[src/rtl/lsu_data_port_pkg.sv]
`default_nettype none
// ============================================================================
//  Module   : lsu_data_port_pkg
//  Brief    : Shared funct3 codes, FSM state encoding and access-legality
//             helper for the load/store data port.
//  Revision : 1.0  initial release
// ============================================================================
package lsu_data_port_pkg;

  // RV32 load/store width codes (funct3)
  localparam logic [2:0] F3_B  = 3'b000;
  localparam logic [2:0] F3_H  = 3'b001;
  localparam logic [2:0] F3_W  = 3'b010;
  localparam logic [2:0] F3_BU = 3'b100;
  localparam logic [2:0] F3_HU = 3'b101;

  typedef enum logic [2:0] {
    S_IDLE    = 3'd0,
    S_RD_ADDR = 3'd1,
    S_RD_DATA = 3'd2,
    S_WR      = 3'd3,
    S_RESP    = 3'd4
  } lsu_state_e;

  // Misaligned halfword/word, reserved funct3, or unsigned-width store.
  function automatic logic access_error(input logic       we,
                                        input logic [2:0] funct3,
                                        input logic [1:0] offset);
    logic r;
    case (funct3)
      F3_B:  r = 1'b0;
      F3_BU: r = we;
      F3_H:  r = offset[0];
      F3_HU: r = offset[0] | we;
      F3_W:  r = (offset != 2'b00);
      default: r = 1'b1;
    endcase
    return r;
  endfunction

endpackage
`default_nettype wire

[src/rtl/lsu_data_port_if.sv]
`default_nettype none
// ============================================================================
//  Module   : lsu_data_port_if
//  Brief    : Request/response bundle toward the datapath plus the word-wide
//             sync-read memory port. slave = LSU side, master = datapath and
//             memory side.
//  Revision : 1.0  initial release
// ============================================================================
interface lsu_data_port_if #(
  parameter int ADDR_WIDTH = 10
);
  logic                  req_valid;
  logic                  req_we;
  logic [2:0]            req_funct3;
  logic [31:0]           req_addr;
  logic [31:0]           req_wdata;
  logic                  busy;
  logic                  done;
  logic                  err;
  logic [31:0]           rdata;
  logic [ADDR_WIDTH-1:0] mem_addr;
  logic                  mem_w_en;
  logic [31:0]           mem_w_data;
  logic [31:0]           mem_r_data;

  modport slave (
    input  req_valid, req_we, req_funct3, req_addr, req_wdata, mem_r_data,
    output busy, done, err, rdata, mem_addr, mem_w_en, mem_w_data
  );

  modport master (
    output req_valid, req_we, req_funct3, req_addr, req_wdata, mem_r_data,
    input  busy, done, err, rdata, mem_addr, mem_w_en, mem_w_data
  );
endinterface
`default_nettype wire

[src/rtl/lsu_data_port_byte_lane.sv]
`default_nettype none
// ============================================================================
//  Module   : lsu_data_port_byte_lane
//  Brief    : Combinational lane logic: extracts and extends a byte/halfword
//             from a memory word for loads, and splices store data into the
//             old word for sub-word read-modify-write.
//  Revision : 1.0  initial release
// ============================================================================
module lsu_data_port_byte_lane
  import lsu_data_port_pkg::*;
(
  input  wire logic [31:0] word,
  input  wire logic [31:0] wdata,
  input  wire logic [1:0]  offset,
  input  wire logic [2:0]  funct3,
  output logic      [31:0] load_data,
  output logic      [31:0] merge_data
);

  logic [7:0]  w_byte;
  logic [15:0] w_half;

  // Pick the addressed lane and extend it according to the load width.
  always_comb begin
    w_byte    = word[{offset, 3'b000} +: 8];
    w_half    = offset[1] ? word[31:16] : word[15:0];
    load_data = word;
    case (funct3)
      F3_B:    load_data = {{24{w_byte[7]}}, w_byte};
      F3_BU:   load_data = {24'd0, w_byte};
      F3_H:    load_data = {{16{w_half[15]}}, w_half};
      F3_HU:   load_data = {16'd0, w_half};
      default: load_data = word;
    endcase
  end

  // Replace only the addressed lane of the old word with the store data.
  always_comb begin
    merge_data = word;
    case (funct3[1:0])
      2'b00: merge_data[{offset, 3'b000} +: 8] = wdata[7:0];
      2'b01: begin
        if (offset[1]) merge_data[31:16] = wdata[15:0];
        else           merge_data[15:0]  = wdata[15:0];
      end
      2'b10:   merge_data = wdata;
      default: merge_data = word;
    endcase
  end

endmodule
`default_nettype wire

[src/rtl/lsu_data_port.sv]
`default_nettype none
// ============================================================================
//  Module   : lsu_data_port
//  Brief    : RV32 load/store unit in front of a word-only sync-read memory.
//             Sub-word stores use read-modify-write; illegal or misaligned
//             accesses complete immediately with err and no memory access.
//  Revision : 1.0  initial release
// ============================================================================
module lsu_data_port
  import lsu_data_port_pkg::*;
#(
  parameter int DATA_WIDTH = 32,
  parameter int ADDR_WIDTH = 10
) (
  input  wire logic        clk,
  input  wire logic        reset,
  lsu_data_port_if.slave   bus
);

  lsu_state_e              r_state;
  logic                    r_we;
  logic [2:0]              r_funct3;
  logic [1:0]              r_offset;
  logic [DATA_WIDTH-1:0]   r_wdata;
  logic                    r_err;
  logic [DATA_WIDTH-1:0]   r_rdata;
  logic [ADDR_WIDTH-1:0]   r_mem_addr;
  logic [DATA_WIDTH-1:0]   r_mem_w_data;

  logic                    w_err;
  logic [31:0]             w_load_data;
  logic [31:0]             w_merge_data;
  logic                    w_unused_addr_hi;

  // Address bits above the memory window wrap and carry no meaning.
  assign w_unused_addr_hi = ^bus.req_addr[31:ADDR_WIDTH];

  assign w_err = access_error(bus.req_we, bus.req_funct3, bus.req_addr[1:0]);

  lsu_data_port_byte_lane u_lane (
    .word       (bus.mem_r_data),
    .wdata      (r_wdata),
    .offset     (r_offset),
    .funct3     (r_funct3),
    .load_data  (w_load_data),
    .merge_data (w_merge_data)
  );

  assign bus.busy       = (r_state != S_IDLE);
  assign bus.done       = (r_state == S_RESP);
  assign bus.err        = r_err;
  assign bus.rdata      = r_rdata;
  assign bus.mem_addr   = r_mem_addr;
  // Gated by reset so the edge that applies reset never commits a write.
  assign bus.mem_w_en   = (r_state == S_WR) && !reset;
  assign bus.mem_w_data = r_mem_w_data;

  // Access sequencer: latch request, walk read/merge/write, pulse completion.
  always_ff @(posedge clk) begin
    if (reset) begin
      r_state      <= S_IDLE;
      r_we         <= 1'b0;
      r_funct3     <= 3'd0;
      r_offset     <= 2'd0;
      r_wdata      <= '0;
      r_err        <= 1'b0;
      r_rdata      <= '0;
      r_mem_addr   <= '0;
      r_mem_w_data <= '0;
    end else begin
      case (r_state)
        S_IDLE: begin
          if (bus.req_valid) begin
            r_we       <= bus.req_we;
            r_funct3   <= bus.req_funct3;
            r_offset   <= bus.req_addr[1:0];
            r_wdata    <= bus.req_wdata;
            r_err      <= w_err;
            r_rdata    <= '0;
            r_mem_addr <= {bus.req_addr[ADDR_WIDTH-1:2], 2'b00};
            if (w_err) begin
              r_state <= S_RESP;
            end else if (bus.req_we && bus.req_funct3 == F3_W) begin
              r_mem_w_data <= bus.req_wdata;
              r_state      <= S_WR;
            end else begin
              r_state <= S_RD_ADDR;
            end
          end
        end
        S_RD_ADDR: r_state <= S_RD_DATA;
        S_RD_DATA: begin
          if (r_we) begin
            r_mem_w_data <= w_merge_data;
            r_state      <= S_WR;
          end else begin
            r_rdata <= w_load_data;
            r_state <= S_RESP;
          end
        end
        S_WR:    r_state <= S_RESP;
        S_RESP:  r_state <= S_IDLE;
        default: r_state <= S_IDLE;
      endcase
    end
  end

endmodule
`default_nettype wire
[src/flat_wrapper.sv]
// flat-port wrapper written by rule: the top's interface ports become plain ports
module lsu_data_port_flat import lsu_data_port_pkg::*;
#(
  parameter int DATA_WIDTH = 32,
  parameter int ADDR_WIDTH = 10
)
  (clk, reset, bus_req_valid, bus_req_we, bus_req_funct3, bus_req_addr, bus_req_wdata, bus_mem_r_data, bus_busy, bus_done, bus_err, bus_rdata, bus_mem_addr, bus_mem_w_en, bus_mem_w_data);
  lsu_data_port_if #(.ADDR_WIDTH(ADDR_WIDTH)) bus_i ();
  input  wire logic clk;
  input  wire logic reset;
  input wire logic [$bits(bus_i.req_valid)-1:0] bus_req_valid;
  input wire logic [$bits(bus_i.req_we)-1:0] bus_req_we;
  input wire logic [$bits(bus_i.req_funct3)-1:0] bus_req_funct3;
  input wire logic [$bits(bus_i.req_addr)-1:0] bus_req_addr;
  input wire logic [$bits(bus_i.req_wdata)-1:0] bus_req_wdata;
  input wire logic [$bits(bus_i.mem_r_data)-1:0] bus_mem_r_data;
  output wire logic [$bits(bus_i.busy)-1:0] bus_busy;
  output wire logic [$bits(bus_i.done)-1:0] bus_done;
  output wire logic [$bits(bus_i.err)-1:0] bus_err;
  output wire logic [$bits(bus_i.rdata)-1:0] bus_rdata;
  output wire logic [$bits(bus_i.mem_addr)-1:0] bus_mem_addr;
  output wire logic [$bits(bus_i.mem_w_en)-1:0] bus_mem_w_en;
  output wire logic [$bits(bus_i.mem_w_data)-1:0] bus_mem_w_data;
  assign bus_i.req_valid = bus_req_valid;
  assign bus_i.req_we = bus_req_we;
  assign bus_i.req_funct3 = bus_req_funct3;
  assign bus_i.req_addr = bus_req_addr;
  assign bus_i.req_wdata = bus_req_wdata;
  assign bus_i.mem_r_data = bus_mem_r_data;
  assign bus_busy = bus_i.busy;
  assign bus_done = bus_i.done;
  assign bus_err = bus_i.err;
  assign bus_rdata = bus_i.rdata;
  assign bus_mem_addr = bus_i.mem_addr;
  assign bus_mem_w_en = bus_i.mem_w_en;
  assign bus_mem_w_data = bus_i.mem_w_data;
  lsu_data_port #(.DATA_WIDTH(DATA_WIDTH), .ADDR_WIDTH(ADDR_WIDTH)) u_core (.clk(clk), .reset(reset), .bus(bus_i));
endmodule
[config.mk]
export PLATFORM = sky130hd
export DESIGN_NAME = lsu_data_port_flat
export DESIGN_NICKNAME = d
export VERILOG_FILES = /design/src/rtl/lsu_data_port_pkg.sv /design/src/rtl/lsu_data_port_if.sv /design/src/rtl/lsu_data_port_byte_lane.sv /design/src/rtl/lsu_data_port.sv /design/src/flat_wrapper.sv
export SDC_FILE = /design/constraint.sdc
export NUM_CORES = 1
export LEC_CHECK = 0
export ABC_AREA = 0
export CORE_UTILIZATION = 44
export CTS_BUF_LIST = sky130_fd_sc_hd__clkbuf_16
export DETAILED_ROUTE_END_ITERATION = 7
export PLACE_DENSITY = 0.88
export SLEW_MARGIN = 20
export SYNTH_ARGS = -nofsm -noshare
export SYNTH_HDL_FRONTEND = slang
export SYNTH_SLANG_ARGS = --single-unit
[constraint.sdc]
create_clock -name clk -period 2.3 [get_ports clk]
set_input_delay 0.23 -clock clk [delete_from_list [all_inputs] [get_ports clk]]
set_output_delay 0.23 -clock clk [all_outputs]
set_load 0.02 [all_outputs]
* After elaboration in Yosys (flattened, before gate mapping)
Cells that the tools add are included.
** Operators by class
- $add $sub $neg :: 1
- Equal/unequal tests :: 18
- Shifts and indexed selects :: 3
- Multiplexer cells :: 20
- Bitwise gates (word level) :: 1
- Reductions and logical operators :: 13
** Operators with widths (count)
- $mux 32 :: 6
- $pmux 32 s2 :: 2
- $pmux 32 s4 :: 1
- $pmux 32 s3 :: 1
- $mux 16 :: 3
- $bwmux 32 :: 1
- $shift 8x7->32 const A :: 1
- $shiftx 32x6->8 :: 1
- $shiftx 8x7->32 :: 1
- $eq 3x3->1 const B :: 5
- $pmux 3 s4 :: 1
- $eq 3x1->1 const B :: 3
- $eq 3x2->1 const B :: 3
- $logic_not 3->1 :: 3
- $mux 3 :: 3
- $neg 5->7 :: 1
- $ne 2x2->1 const B :: 3
- $pmux 1 s5 :: 1
- $reduce_and 5->1 :: 1
- $ne 2x1->1 const B :: 2
- $reduce_bool 2->1 :: 2
- $reduce_and 3->1 :: 1
- $reduce_bool 3->1 :: 1
- $eq 2x1->1 const B :: 1
- other kinds (7) :: 8
** Storage, ports and cells
- Register bits :: 114
- Bits of input ports :: 103
- Output and inout port bits :: 78
- Logic and storage cells :: 65

* Depth between registers and ports, before layout
Gate-level depths: netlist (run 1).
- Word-level depth :: 6
- Depth in mapped cells :: 11
- Mapped depth without buffers :: 6

* By module
Synthesis (run 1) repeated with hierarchy kept, for this count alone.
** Unflattened totals
- Cell total of the unflattened synthesis :: 806
- Area total of the unflattened synthesis :: 6521.3 um^2
** Modules (own cells, without submodules)
- lsu_data_port :: times used 1, cells each 531, area each 4710.8 um^2, seq. area each 2282.2 um^2
- lsu_data_port_byte_lane :: times used 1, cells each 275, area each 1810.5 um^2, seq. area each 0.0 um^2

* Worst setup path after synthesis (run 1)
OpenSTA, ideal clock, no wires.
- Kind :: reg-to-reg
- From :: register u_core.r_offset[0]
- To :: register u_core.r_mem_w_data[4] (netlist: u_core.bus.mem_w_data[4])
- Library setup time :: 87 ps
- Arrival :: 2419 ps
- Data required time :: 2213 ps
- Path slack :: -206 ps
- Stages on the path, launching flop included :: 9
- Buffers on the path :: 2
- Period minus slack after synthesis :: 2506 ps
- Cells stage by stage :: dfxtp_1 buf_1 clkinv_1 ha_1 or3b_2 clkbuf_1 a21oi_1 a221oi_1 o31ai_1
** On the way
- Word-level cells in the longest chain between the ends :: 6
- Elaborated cells between the ends (all ways) :: 7
- Those cells by class :: add/sub (1); shift (2); mux (4)
** Ends and longest elaborated chain
- start: declaration :: line lsu_data_port.sv:23 : logic [1:0] r_offset;
- start signal: assignment :: line lsu_data_port.sv:76 : r_offset <= bus.req_addr[1:0];
- $neg 5->7 (*) :: line lsu_data_port_byte_lane.sv:41 : 2'b00: merge_data[{offset, 3'b000} +: 8] = wdata[7:0];
- $shiftx 8x7->32 or $shift 8x7->32 (tied branches) :: line lsu_data_port_byte_lane.sv:41
- $bwmux 32 (*) :: line lsu_data_port_byte_lane.sv:41
- $pmux 32 s3 (*) :: line lsu_data_port_byte_lane.sv:40 : case (funct3[1:0])
- $mux 32 (*) :: line lsu_data_port.sv:93 : if (r_we) begin
- $pmux 32 s2 (*) :: line lsu_data_port.sv:71 : case (r_state)
- end signal: assignment :: line lsu_data_port.sv:84 : r_mem_w_data <= bus.req_wdata;
- end signal: assignment :: line lsu_data_port.sv:94 : r_mem_w_data <= w_merge_data;
- end: declaration :: line lsu_data_port.sv:28 : logic [DATA_WIDTH-1:0] r_mem_w_data;
Every way passes the cells marked *; elsewhere a longest branch is shown, timed or not. The select of a mux whose other input is x is not followed.
A chain may end at the register's enable or synchronous reset.

* Worst setup path after layout (run 1)
- From :: register u_core.r_state[2]
- To :: output port bus_mem_w_en
** On the way
- Word-level cells in the longest chain between the ends :: 2
** Ends and longest elaborated chain
- start: declaration :: line lsu_data_port.sv:20 : lsu_state_e r_state;
- start signal: assignment :: line lsu_data_port.sv:61 : r_state <= S_IDLE;
- start signal: assignment :: line lsu_data_port.sv:82 : r_state <= S_RESP;
- start signal: assignment :: line lsu_data_port.sv:85 : r_state <= S_WR;
- $eq 3x2->1 :: line lsu_data_port.sv:55 : assign bus.mem_w_en = (r_state == S_WR) && !reset;
- $logic_and 1x1->1 :: line lsu_data_port.sv:55
- end: declaration :: line flat_wrapper.sv:22 : output wire logic [$bits(bus_i.mem_w_en)-1:0] bus_mem_w_en;
Every way passes these cells.

==> metrics.txt, run 1 <==
sequential share of the synthesized area 0.355; hold path start reset; Synth cell types 63; I/O Buffers 156; largest family of logic cells by synthesized area compound AO/OA/AOI/OAI gates; routed len/inst 19.6 um; Num CTS Buffers 17; crit-path max FO 8; Vias 6,989; Vias per Instance 6.23; Fin Clk Skew 0.0101 ns; post-synthesis compound-gate area fraction 0.331; syn avg cell area 8.16 um^2; Die Footprint 15,100 um^2; H-tree depth 4; count of final setup violators 0; Starting Density 0.457; grt ovf 0; Reg2Reg Setup Slack 0.24 ns; initial antenna violation count 0; WHS Path Cells 4; critical path, cell by cell buf_4 -> nor2_1 -> and3_1 -> clkdlybuf4s50_1; FF-to-FF End u_core.bus.mem_w_data[5]$_SDFFE_PP0P_; CTS resizes 0; XOR/XNOR share of the synthesized area 0; Crit-path slowest cell clkdlybuf4s50_1; class of the worst hold path primary input to flip-flop; clk_lat worst skew 0.43 ns; I/O pins 181; Synth Area in Adders 0.00974; CTS tree done; GPL Wtd Cong 0.990; simple-gate area share of the yosys netlist 0.195; startpoint types flip-flop; critical path type flip-flop to output port; Hold Violations, Final 0; first-pass GRT wire length 33.4 mm; Slew Limit Headroom 0.485; RSZ-0062 raised after global routing no; flops & latches, synth 114; commonest non-fill, non-tap cell in the layout clkdlybuf4s50_1; Site Rows 43; pin count of the biggest net entering global routing 75; Root Buffer clkbuf_16; vias in the first global route 6,353; Clock Pin Slew Worst Setup and Hold Paths 0.05 ns; final wirelength 22.0 mm; Post-DRT Antenna Nets 0; status complete, no violations; LEAKAGE 0.00320 uW; post-CTS setup repair buffer count 0; CP top delay family buffers and inverters; minimum clock period 2.16 ns; Post-Place Cells 1,089; RR Startpoint u_core.r_offset[1]$_SDFFE_PP0P_; chip height 123 um; drc violations 0; max-slew violation count 0; hpwl dp 15.3 mm; fin nets 1,036; area of the mapped netlist 6420 um^2; dominant synthesized flop cell dfxtp_1; Area growth, synth to finish 36.9%; WP buf/inv 2; crit path capture type output port; Slew @ Worst Pin 0.773 ns; GRT Total Usage 0.294; Hold EP u_core.r_state[2]$_SDFFE_PP0P_; Clock Sinks 114; Clock Tree Buf Depth 2; critical path arrival 1.93 ns; Initial DRC Count 813; yosys warns 0; PD cells 650 nW/um^2; Post-synth EDFFs 0; post-synthesis cell count 787; Reg2Reg Depth 6; mux share of post-synthesis cell area 0.0405; Core Area 14,000 um^2; hold_buf cts 0; sum of negative setup slack 0 ns; max frequency 0.464 GHz; n_diodes 0; crit share post-route 0.938; CP max stage delay 0.59 ns; Die W 123 um; fraction of layout cells with a size suffix above 1 0.114; drt first pass iters 6; max_cap viols 0; WP data required 2.07 ns; final std cells w/o fill 1,121; most frequent cells in the layout clkdlybuf4s50_1 (155), nand2_1 (137), dfxtp_1 (113); Peak VDD IR 0.537 mV; asr flop ratio synth 0
[report_power, final]
group	switching [uW]	leakage [uW]	internal (uW)	total (uW)
Clock	925	0.000289	1670	2590
Sequential	74.4	0.000927	2050	2120
Combinational	566	0.00198	430	995
Total	1570	0.00320	4150	5710
[registers in the layout, summed over array words and instances, names as in the netlist]
| register | flops |
|---|---|
| u_core.bus.mem_addr | 8 |
| u_core.r_offset | 2 |
| u_core.bus.mem_w_data | 32 |
| u_core.bus.rdata | 32 |
| u_core.r_we | 1 |
| u_core.r_state | 3 |
| u_core.r_wdata | 32 |
| u_core.bus.err | 1 |
| u_core.r_funct3 | 3 |
[worst max-delay path by stage]
stage / from / end / slack, ns / cells after the start
final: u_core.r_state[2]$_SDFFE_PP0P_ / bus_mem_w_en / 0.14 / 4
after global placement: u_core.r_offset[1]$_SDFFE_PP0P_ / u_core.bus.mem_w_data[30]$_SDFFE_PP0P_ / 0.27 / 6
after floorplan: u_core.r_offset[1]$_SDFFE_PP0P_ / u_core.bus.mem_w_data[4]$_SDFFE_PP0P_ / 0.03 / 10
after global routing: u_core.r_state[2]$_SDFFE_PP0P_ / bus_mem_w_en / 0.07 / 4
after CTS: u_core.r_state[2]$_SDFFE_PP0P_ / bus_mem_w_en / 0.12 / 4
after detailed placement: u_core.r_offset[1]$_SDFFE_PP0P_ / u_core.bus.mem_w_data[27]$_SDFFE_PP0P_ / 0.18 / 6
[per-layer routing]
layer,track usage,vias up,share of wire
li1,-,3213,-
met1,0.391,3310,0.41
met2,0.430,407,0.44
met3,0.0967,59,0.12
met4,0.131,0,0.030
met5,0,-,0
[stage by stage]
| stage | hold WS [ns] | utilization | instance area (um^2) | setup slack, ns | total power (uW) |
|---|---|---|---|---|---|
| 2_1_floorplan | 0.366 | - | 6440 | 0.0279 | 2710 |
| 3_3_place_gp | 0.441 | 0.585 | 8210 | 0.269 | 3110 |
| 3_5_place_dp | 0.446 | 0.585 | 8210 | 0.180 | 3130 |
| 6_report | 0.210 | 0.626 | 8790 | 0.143 | 5710 |
| 5_1_grt | 0.220 | 0.626 | 8790 | 0.0680 | 5900 |
| 4_1_cts | 0.199 | 0.626 | 8790 | 0.118 | 5700 |
[cells by family after synthesis]
logic type / count (synthesis)
compound gates: 300
simple gates: 247
flops: 114
buf+inv: 95
mux: 25
fa+ha+maj: 5
other cells: 1
[final cells by class]
cell class | instances | area, um^2
Timing Repair Buffer | 201 | 1920
Sequential cell | 114 | 2280
Clock buffer | 17 | 425
Tap cell | 180 | 225
Multi-Input combinational cell | 579 | 3730
Fill cell | 1163 | 5250
Clock inverter | 15 | 151
Inverter | 15 | 57.6
[tightest hold or removal path, delay by kind of cell]
| family | cells | cell delay (ns) |
|---|---|---|
| buf+inv | 1 | 0.12 |
| compound gates | 1 | 0.04 |
| simple gates | 2 | 0.19 |
[cells in the mapped netlist (16+ instances only)]
| library cell | count | area, um^2 |
|---|---|---|
| buf_2 | 27 | 135 |
| a22o_1 | 32 | 280 |
| a221oi_1 | 18 | 158 |
| a41o_1 | 17 | 170 |
| a21oi_1 | 70 | 350 |
| mux2i_1 | 17 | 170 |
| a31oi_1 | 28 | 175 |
| nor2b_1 | 27 | 169 |
| nand2_1 | 137 | 514 |
| nand2b_1 | 16 | 100 |
| o32ai_1 | 16 | 140 |
| o21ai_0 | 52 | 260 |
| dfxtp_1 | 114 | 2280 |
| clkbuf_1 | 35 | 131 |
(Power assumes the default switching activity.)
==> run 2: changes to the inputs <==
--- a/config.mk
+++ b/config.mk
@@ -6,10 +6,11 @@
 export NUM_CORES = 1
 export LEC_CHECK = 0
 export ABC_AREA = 0
+export CORE_MARGIN = 5
 export CORE_UTILIZATION = 44
 export CTS_BUF_LIST = sky130_fd_sc_hd__clkbuf_16
 export DETAILED_ROUTE_END_ITERATION = 7
-export PLACE_DENSITY = 0.88
+export PLACE_DENSITY = 0.77
 export SLEW_MARGIN = 20
 export SYNTH_ARGS = -nofsm -noshare
 export SYNTH_HDL_FRONTEND = slang
==> metrics.txt, run 2 (synthesized netlist as in run 1, its figures left out) <==
minimum clock period 2.20 ns; Sequential cell area 2280 um^2; initial antenna violation count 0; fraction of layout cells with a size suffix above 1 0.115; count of final setup violators 0; crit-path max FO 9; Crit-path slowest cell clkdlybuf4s50_1; CTS tree done; Clock Tree Buf Depth 2; hold path start reset; drt first pass iters 6; Slew @ Worst Pin 0.680 ns; Peak VDD IR 0.422 mV; PD cells 675 nW/um^2; RR Startpoint u_core.r_offset[1]$_SDFFE_PP0P_; Num CTS Buffers 17; CP max stage delay 0.61 ns; max-slew violation count 0; first-pass GRT wire length 33.6 mm; Area growth, synth to finish 37.8%; crit path capture type output port; max_cap viols 0; Die Footprint 17,100 um^2; vias in the first global route 6,177; Post-DRT Antenna Nets 0; sum of negative setup slack 0 ns; Vias per Instance 6.04; H-tree depth 4; clk_lat worst skew 0.42 ns; fin nets 1,033; Hold EP u_core.bus.err$_SDFFE_PP0P_; critical path arrival 1.97 ns; GRT Total Usage 0.252; Clock Pin Slew Worst Setup and Hold Paths 0.06 ns; crit share post-route 0.957; Hold Violations, Final 0; hold_buf cts 0; CP top delay family buffers and inverters; pin count of the biggest net entering global routing 66; Site Rows 44; WHS Path Cells 3; area occupied by multi-input gates 3730 um^2; Clock Sinks 114; final wirelength 22.0 mm; n_diodes 0; RSZ-0062 raised after global routing no; hpwl dp 15.7 mm; Reg2Reg Setup Slack 0.24 ns; WP data required 2.07 ns; final std cells w/o fill 1,122; Initial DRC Count 748; routed len/inst 19.6 um; startpoint types flip-flop; grt ovf 0; Post-Place Cells 1,090; drc violations 0; I/O pins 181; Die W 131 um; Root Buffer clkbuf_16; critical path type flip-flop to output port; Fin Clk Skew 0.00637 ns; most frequent cells in the layout clkdlybuf4s50_1 (155), nand2_1 (137), dfxtp_1 (113); Final Hold Slack 0.257 ns; chip height 131 um; post-CTS setup repair buffer count 0; class of the worst hold path primary input to flip-flop; Starting Density 0.445; Pwr Total 5980 uW; commonest non-fill, non-tap cell in the layout clkdlybuf4s50_1; WP buf/inv 1; LEAKAGE 0.00320 uW; FF-to-FF End u_core.bus.mem_w_data[6]$_SDFFE_PP0P_; max frequency 0.454 GHz; fillers 1,286; Core Area 14,400 um^2; I/O Buffers 156; Vias 6,774; critical path, cell by cell nor2_2 -> and3_1 -> clkdlybuf4s50_1; Reg2Reg Depth 6; status complete, no violations; GPL Wtd Cong 0.957; Slew Limit Headroom 0.546
[run 2: cell types whose count changed in the layout (fill, tap and decap cells not counted), moves of 2 or more]
cell,change
buf_4,-4
inv_1,-3
bufinv_16,+2
clkinvlp_4,+2
[run 2: what timing repair did]
item                                    CTS  global route
gates resized for setup                   0             1
endpoints found under the setup margin    0             1
endpoints found under the hold margin     0             0
[run 2: layout make-up]
cell class                 count  area share
multi-input combinational    579       0.421
clock buffer                  17      0.0481
sequential                   114       0.258
inverter                      15     0.00650
clock inverter                15      0.0243
timing repair buffer         198       0.216
tap                          184      0.0260
[run 2: layer usage]
metal / vias to the layer above / track usage / wire length (um)
li1: 3211 / - / -
met1: 3141 / 0.352 / 9500
met2: 373 / 0.364 / 9350
met3: 49 / 0.0841 / 2560
met4: 0 / 0.0859 / 571
met5: - / 0 / 0
[run 2: worst max path at each step]
stage,startpoint,end,slack (ns),cells past startpoint
floorplan,u_core.r_offset[1]$_SDFFE_PP0P_,u_core.bus.mem_w_data[4]$_SDFFE_PP0P_,0.03,10
global placement,bus_req_addr[1],u_core.bus.mem_w_data[26]$_SDFFE_PP0P_,0.28,6
detailed placement,bus_req_addr[1],u_core.bus.mem_w_data[24]$_SDFFE_PP0P_,0.21,6
CTS,u_core.r_state[2]$_SDFFE_PP0P_,bus_mem_w_en,0.03,3
global route,u_core.r_state[2]$_SDFFE_PP0P_,bus_mem_w_en,0.04,3
finish,u_core.r_state[2]$_SDFFE_PP0P_,bus_mem_w_en,0.1,3
[run 2: where the power goes]
group / total [uW] / internal [uW] / switching (uW)
clock network: 2860 / 1910 / 953
registers: 2130 / 2050 / 81.1
logic: 986 / 429 / 557
[run 2: stage by stage]
step,utilization,instance area (um^2),setup slack (ns)
after floorplan,-,6440,0.0279
after global placement,0.569,8210,0.284
after detailed placement,0.569,8210,0.210
after CTS,0.613,8850,0.0300
after global routing,0.614,8850,0.0431
final,0.614,8850,0.0979
[run 2: worst min-delay path, stage by stage]
cell and delay [ns]:
buf_2 0.16, buf_4 0.19, a21oi_1 0.05
==> run 3: changes to the inputs <==
--- a/config.mk
+++ b/config.mk
@@ -10,7 +10,7 @@
 export CORE_UTILIZATION = 44
 export CTS_BUF_LIST = sky130_fd_sc_hd__clkbuf_16
 export DETAILED_ROUTE_END_ITERATION = 7
-export PLACE_DENSITY = 0.77
+export DONT_BUFFER_PORTS = 1
 export SLEW_MARGIN = 20
 export SYNTH_ARGS = -nofsm -noshare
 export SYNTH_HDL_FRONTEND = slang
==> metrics.txt, run 3 (synthesized netlist as in run 1, its figures left out) <==
status complete, no violations; Comb power frac 0.139; routed len/inst 22.9 um; FF-to-FF End u_core.bus.mem_w_data[6]$_SDFFE_PP0P_; Num CTS Buffers 17; clk_lat worst skew 0.42 ns; first-pass GRT wire length 35.1 mm; Int Pwr 3960 uW; startpoint types flip-flop; chip height 131 um; minimum clock period 2.11 ns; Die W 131 um; count of final setup violators 0; fin nets 914; Clock Sinks 114; Core Area 14,400 um^2; H-tree depth 4; vias in the first global route 6,305; initial antenna violation count 0; Clock Pin Slew Worst Setup and Hold Paths 0.06 ns; sum of negative setup slack 0 ns; critical path type flip-flop to flip-flop; hold path start reset; crit-path max FO 6; commonest non-fill, non-tap cell in the layout nand2_1; Peak VDD IR 0.512 mV; Area growth, synth to finish 18.8%; fraction of layout cells with a size suffix above 1 0.118; max-slew violation count 0; sw power 1600 uW; Slew @ Worst Pin 0.715 ns; I/O Buffers 0; grt ovf 0; Clock Tree Buf Depth 2; Initial DRC Count 688; LEAKAGE 0.00275 uW; Hold Violations, Final 0; most frequent cells in the layout nand2_1 (137), dfxtp_1 (113), a21oi_1 (69); Reg2Reg Depth 6; Reg2Reg Setup Slack 0.19 ns; Slew Limit Headroom 0.522; Net Sw Frac 0.287; Die Footprint 17,100 um^2; Root Buffer clkbuf_16; Post-DRT Antenna Nets 0; worst setup path startpoint u_core.r_offset[1]$_SDFFE_PP0P_; PD cells 729 nW/um^2; RR Startpoint u_core.r_offset[1]$_SDFFE_PP0P_; final wirelength 23.0 mm; I/O pins 181; GPL Wtd Cong 0.956; GRT Total Usage 0.267; Starting Density 0.445; Reg power frac 0.390; max_cap viols 0; critical path arrival 2.44 ns; crit path capture type flip-flop; max frequency 0.474 GHz; Vias per Instance 6.52; crit share post-route 0.918; pin count of the biggest net entering global routing 71; Final Hold Slack 0.0161 ns; hpwl dp 15.9 mm; Vias 6,550; WP data required 2.63 ns; drt first pass iters 5; RSZ-0062 raised after global routing no; WHS Path Cells 2; Site Rows 44; CTS tree done; clock share of power 0.471; Hold EP u_core.bus.mem_w_data[7]$_SDFFE_PP0P_; class of the worst hold path primary input to flip-flop; drc violations 0; Fin Clk Skew 0.0116 ns
==> run 3: cell count changes in the layout (fill, tap and decap cells not counted) <==
cell             before  now
nor2_2                2    1
diode_2               0    1
buf_12                3    1
clkdlybuf4s50_1     155    0
nor2_1                8    9
clkinv_2              3    1
dlygate4sd3_1         0   46
buf_16                0    1
buf_4                39   31
clkinv_4              2    6
bufinv_16             5    2
buf_2                 1    0
inv_6                 0    2
clkinvlp_4            4    3
==> run 3: stage by stage <==
stage,cells,utilization,cell area [um^2],power (uW),setup WS [ns]
after floorplan,788,-,6440,2710,0.0279
final,1004,0.529,7630,5560,0.188
after global routing,1003,0.529,7620,5760,0.0763
after CTS,1003,0.529,7620,5550,0.209
after global placement,924,0.454,6550,2850,0.323
after detailed placement,924,0.454,6550,2870,0.227
==> run 3: layout make-up <==
type / count / area (um^2)
clock buffer: 17 / 425
multi-input combinational: 579 / 3730
timing repair buffer: 79 / 741
inverter: 15 / 57.6
antenna: 1 / 2.50
sequential: 114 / 2280
clock inverter: 15 / 160
tap: 184 / 230
fill: 1304 / 6800
==> run 3: metal layers <==
metal | share of wire | wire length (um) | global-route usage
met2 | 0.43 | 9930 | 0.394
met5 | 0 | 0 | 0
met3 | 0.13 | 2970 | 0.0972
met4 | 0.028 | 653 | 0.0974
met1 | 0.41 | 9430 | 0.358
==> run 3: how the worst max path moves through the flow <==
stage	slack, ns	to
finish	0.19	u_core.bus.mem_w_data[6]$_SDFFE_PP0P_
global route	0.08	u_core.bus.mem_w_data[3]$_SDFFE_PP0P_
CTS	0.21	u_core.bus.mem_w_data[6]$_SDFFE_PP0P_
detailed placement	0.23	u_core.bus.mem_w_data[6]$_SDFFE_PP0P_
global placement	0.32	u_core.bus.mem_w_data[6]$_SDFFE_PP0P_
floorplan	0.03	u_core.bus.mem_w_data[4]$_SDFFE_PP0P_
==> run 3: critical path: stages, from the launching register on <==
cell,delay [ns]
dfxtp_1,0.38
inv_1,0.12
ha_1,0.35
or3b_2,0.54
a21oi_2,0.22
a221oi_1,0.14
o31ai_1,0.27
==> run 3: repair_timing <==
action,4_1_cts,5_1_grt
endpoints found under the hold margin,82,0
buffers inserted,0,0
hold buffers,47,0
resized for setup,0,0
==> run 3: power by group through the flow <==
stage | combinational [uW] | clock, uW | sequential, uW
after global placement | 645 | 0 | 2200
final | 774 | 2620 | 2170
after global routing | 845 | 2740 | 2170
after CTS | 758 | 2630 | 2160
after floorplan | 553 | 0 | 2160
after detailed placement | 665 | 0 | 2210
